==> src/rtl/uart_baud_gen.sv <==
// UART baud generator: oversampled rx tick, bit-rate tx tick and 50% duty tx clock.
// The divisor comes from an elaboration-time table or a programmed register and only
// changes while idle or on a bit boundary.
module uart_baud_gen #(
  parameter int unsigned CLK_HZ     = 50000000,
  parameter int unsigned OVERSAMPLE = 16,
  parameter int unsigned DIV_W      = 16,
  parameter int unsigned DEF_SEL    = 1
) (
  input  logic             clk,
  input  logic             rst,
  input  logic             en,
  input  logic [2:0]       baud_sel,
  input  logic             use_div,
  input  logic             div_wr,
  input  logic [DIV_W-1:0] div_in,
  output logic             rx_tick,
  output logic             tx_tick,
  output logic             tx_clk,
  output logic [DIV_W-1:0] active_div,
  output logic             cfg_pending,
  output logic             cfg_err
);

  localparam int unsigned SubW = $clog2(OVERSAMPLE);

  function automatic int unsigned calc_div(input int unsigned baud);
    longint unsigned den;
    den = longint'(OVERSAMPLE) * longint'(baud);
    return 32'((longint'(CLK_HZ) + den / 2) / den);
  endfunction

  localparam int unsigned TblDiv [8] = '{
    calc_div(4800),  calc_div(9600),  calc_div(14400),  calc_div(19200),
    calc_div(38400), calc_div(57600), calc_div(115200), calc_div(9600)
  };

  localparam logic [DIV_W-1:0] DefDiv = DIV_W'(TblDiv[DEF_SEL]);

  for (genvar i = 0; i < 8; i++) begin : g_tbl_chk
    if (TblDiv[i] < 2 || longint'(TblDiv[i]) > ((longint'(1) << DIV_W) - 1)) begin : g_bad
      $error("uart_baud_gen: table divisor out of range");
    end
  end

  if (OVERSAMPLE < 4 || (OVERSAMPLE % 2) != 0) begin : g_os_bad
    $error("uart_baud_gen: OVERSAMPLE must be even and at least 4");
  end

  logic [DIV_W-1:0] prog_div_q;
  logic [DIV_W-1:0] active_div_q;
  logic [DIV_W-1:0] cnt_q;
  logic [SubW-1:0]  sub_q;
  logic             rx_tick_q, tx_tick_q, tx_clk_q, cfg_err_q;

  logic [DIV_W-1:0] target;
  logic             cnt_wrap, sub_wrap, sub_half;

  always_comb begin
    target   = use_div ? prog_div_q : DIV_W'(TblDiv[baud_sel]);
    cnt_wrap = (cnt_q == active_div_q - DIV_W'(1));
    sub_wrap = (sub_q == SubW'(OVERSAMPLE - 1));
    sub_half = (sub_q == SubW'(OVERSAMPLE / 2 - 1));
  end

  always_ff @(posedge clk) begin
    if (rst) begin
      prog_div_q   <= DefDiv;
      active_div_q <= DefDiv;
      cnt_q        <= '0;
      sub_q        <= '0;
      rx_tick_q    <= 1'b0;
      tx_tick_q    <= 1'b0;
      tx_clk_q     <= 1'b0;
      cfg_err_q    <= 1'b0;
    end else begin
      // Programming is independent of en; invalid divisors are dropped and flagged.
      if (div_wr) begin
        if (div_in >= DIV_W'(2)) begin
          prog_div_q <= div_in;
          cfg_err_q  <= 1'b0;
        end else begin
          cfg_err_q  <= 1'b1;
        end
      end

      if (!en) begin
        cnt_q        <= '0;
        sub_q        <= '0;
        rx_tick_q    <= 1'b0;
        tx_tick_q    <= 1'b0;
        tx_clk_q     <= 1'b0;
        active_div_q <= target;
      end else begin
        rx_tick_q <= cnt_wrap;
        tx_tick_q <= cnt_wrap && sub_wrap;
        if (cnt_wrap) begin
          cnt_q <= '0;
          sub_q <= sub_wrap ? '0 : sub_q + SubW'(1);
          if (sub_half || sub_wrap) begin
            tx_clk_q <= ~tx_clk_q;
          end
          // Bit boundary: the only place a running divisor may change.
          if (sub_wrap) begin
            active_div_q <= target;
          end
        end else begin
          cnt_q <= cnt_q + DIV_W'(1);
        end
      end
    end
  end

  assign rx_tick     = rx_tick_q;
  assign tx_tick     = tx_tick_q;
  assign tx_clk      = tx_clk_q;
  assign active_div  = active_div_q;
  assign cfg_err     = cfg_err_q;
  assign cfg_pending = (target != active_div_q);

endmodule

==> config.mk <==
export PLATFORM = sky130hd
export DESIGN_NAME = uart_baud_gen
export DESIGN_NICKNAME = d
export VERILOG_FILES = /design/src/rtl/uart_baud_gen.sv
export SDC_FILE = /design/constraint.sdc
export NUM_CORES = 1
export LEC_CHECK = 0
export ABC_AREA = 0
export BUFFER_PORTS_ARGS = -buffer_cell sky130_fd_sc_hd__buf_2
export CORE_ASPECT_RATIO = 0.8
export CORE_MARGIN = 2
export CORE_UTILIZATION = 52
export DETAILED_ROUTE_END_ITERATION = 7
export GPL_ROUTABILITY_DRIVEN = 0
export PLACE_DENSITY = 0.76
export SYNTH_ARGS = -nofsm -noshare
export SYNTH_HDL_FRONTEND = slang
export SYNTH_SLANG_ARGS = --single-unit
==> constraint.sdc <==
create_clock -name clk -period 3.2 [get_ports clk]
set_clock_uncertainty 0.2 [all_clocks]
set_input_delay 0.32 -clock clk [delete_from_list [all_inputs] [get_ports clk]]
set_output_delay 0.32 -clock clk [all_outputs]
set_load 0.02 [all_outputs]
==> summary.txt <==
STA
  • Endpoints failing hold: 0
  • Final WS setup: -35.0 ps
  • Least-Margin Pin Slew: 756 ps
  • RSZ-0062 raised after global routing: yes
  • TNS Setup: -205 ps
  • Slew Limit Fails: 0
  • Final Critical Period: 3230 ps
  • Setup violators final: 9
  • Hold slack: 32.4 ps
  • Max Clock Freq: 0.309 GHz
  • Rel. slew slack: 49.6%
  • Period utilisation layout: 101%

Finish
  • Final #Nets: 504
  • Commonest non-fill, non-tap cell in the layout: nor2_1
  • Area grow syn2layout: 20.1%
  • Most frequent cells in the layout: nor2_1, dfxtp_1, nand2_1, buf_2, buf_4
  • Design Area, Final: 0.00405 mm2
  • Post-Layout Cell Count: 558
  • Layout cell share with drive strength beyond 1: 24.7%
  • Antenna cells: 0

Die
  • Die area: 0.00715 mm2
  • Die width: 94.1 um
  • Top-level I/O count: 45
  • Initial core utilization: 53.2%
  • Die H: 76.1 um
  • FP Rows: 26
  • Total core area: 0.00634 mm2

Global route
  • Initial antenna violation count: 0
  • Largest net degree at the start of global routing: 32
  • Global-route wire length before repair: 14200 um
  • Vias in the first global route: 3035
  • All-Layer GR Usage: 24.5%
  • Total grt overflow: 0

Outcome
  • Outcome: finished with violations
  • Failing checks: setup timing

Clock tree
  • Clock Tree Buf Depth: 2
  • Clk_lat worst skew: 320 ps
  • CTS tree: yes
  • Clock transition at the registers of the reported paths: 110 ps
  • Post-CTS Hold Buffers: 0
  • CTS buffer count: 5
  • H-tree depth: 2
  • Clk sinks: 56
  • CTS root buf: clkbuf_8

Route
  • Via-to-Cell Ratio: 5.70
  • DR iter-0 viols: 206
  • Via count: 3179
  • ANT nets after route: 0
  • Routed wire length: 8630 um
  • Pre-antenna DRT Iters: 5
  • Residual DRC: 0
  • WL/cell: 15.5 um

Critical path
  • Critical path fanouts, max: 6
  • Critical Path AT: 3240 ps
  • Worst path required time: 3210 ps
  • Crit. End Element: flop
  • WS Path Type: flop to flop
  • CP Launch Type: flop

Placed design
  • Post-Place Cells: 544
  • Placement Cell Area: 0.00387 mm2
  • IO Port Bufs: 44
  • Placed wire-length estimate: 6570 um

Logic synthesis
  • Syn. warnings: 0
  • Post-synth EDFFs: 0
  • Library cells used by synthesis: 53
  • Syn Inst Count: 414
  • Mapped Area: 0.00337 mm2
  • Syn nets: 445
  • Number of synthesized register bits: 56
  • Sequential area share after synthesis: 33.2%
  • Average size of a mapped cell: 8.15 um2
  • Leading register cell type out of synthesis: dfxtp_1
  • FFs w/ async S/R, synth: 0%

Pwr
  • LEAKAGE: 1.72 nW
  • PD cells: 352 mW/mm2
  • Max IR drop VDD: 0.221 mV

Flow run
  • Max cap viols: 0

Hold path
  • Hold WC Path Type: input port to flop
## stage by stage
stage                     utilization, %  power (mW)  worst slack (ps)
after floorplan                        -       0.944             0.491
after global placement              61.0        1.02              29.2
after detailed placement            61.0        1.03             -63.1
after CTS                           62.7        1.42            -0.707
after global routing                63.9        1.49             -93.1
final                               63.9        1.43             -35.0
## Yosys cell counts (8+ instances only)
cell type	count	area share, %
xnor2_1	24	6.2
xor2_1	21	5.5
nand2_1	45	5.0
nand3_1	21	3.1
o21ai_0	11	1.6
nand4_1	9	1.7
clkbuf_1	19	2.1
inv_1	10	1.1
nor2_1	50	5.6
mux2i_1	19	5.6
a21oi_1	25	3.7
dfxtp_1	56	33
nor4_1	8	1.5
## worst paths after layout
check	end	depth (start not counted)	slack (ps)	startpoint
max	active_div[4]	7	-30	active_div[9]
min	prog_div_q[6]	3	30	div_in[6]
max reg2reg	active_div[4]	7	-30	active_div[9]
min reg2reg	prog_div_q[9]	2	270	prog_div_q[9]
## flip-flops by register name, indices dropped and copies added (netlist names)
signal      count
rx_tick         1
tx_tick         1
cnt_q          16
tx_clk          1
sub_q           4
prog_div_q     16
active_div     16
cfg_err         1
## final cells by class
class / instances / area [um2]
inverter: 10 / 37.5
timing repair buffer: 82 / 542
tap: 84 / 105
multi-input combinational: 318 / 2140
clock inverter: 3 / 22.5
fill: 566 / 2290
clock buffer: 5 / 68.8
sequential: 56 / 1130
## layer usage
metal / share of wire (%) / GRT usage [%]
met1: 49 / 34.9
met2: 45 / 38.6
met3: 4.5 / 3.86
met4: 1.6 / 6.81
met5: 0 / 0
## critical path, stage by stage, from the launching register on
cell	delay, ps
dfxtp_2	370
or4_4	520
o31a_1	290
a2111o_1	370
or4_4	570
o31a_4	360
buf_12	150
mux2_4	290
## logic make-up (layout without fill, tap and decap cells)
group / Yosys count / in the layout / synth area share, %
compound gates: 68 / 68 / 13.2
xor+xnor: 45 / 45 / 11.7
fa+ha+maj: 7 / 7 / 2.60
buf+inv: 40 / 100 / 5.30
flops: 56 / 56 / 33.2
mux: 25 / 25 / 8.19
simple gates: 173 / 173 / 25.8
## power breakdown
group | switching (mW) | internal (mW) | leakage, nW
combinational | 0.157 | 0.128 | 1.22
clock | 0.242 | 0.156 | 0.0447
sequential | 0.0238 | 0.720 | 0.458
## repair_timing
| item | CTS | global route |
|---|---|---|
| pin swaps | 1 | 6 |
| resized for setup | 2 | 7 |
| cloned | 0 | 0 |
| setup endpoints to repair | 16 | 17 |
| setup buffers | 1 | 5 |
Power figures use the tool's default switching activity.
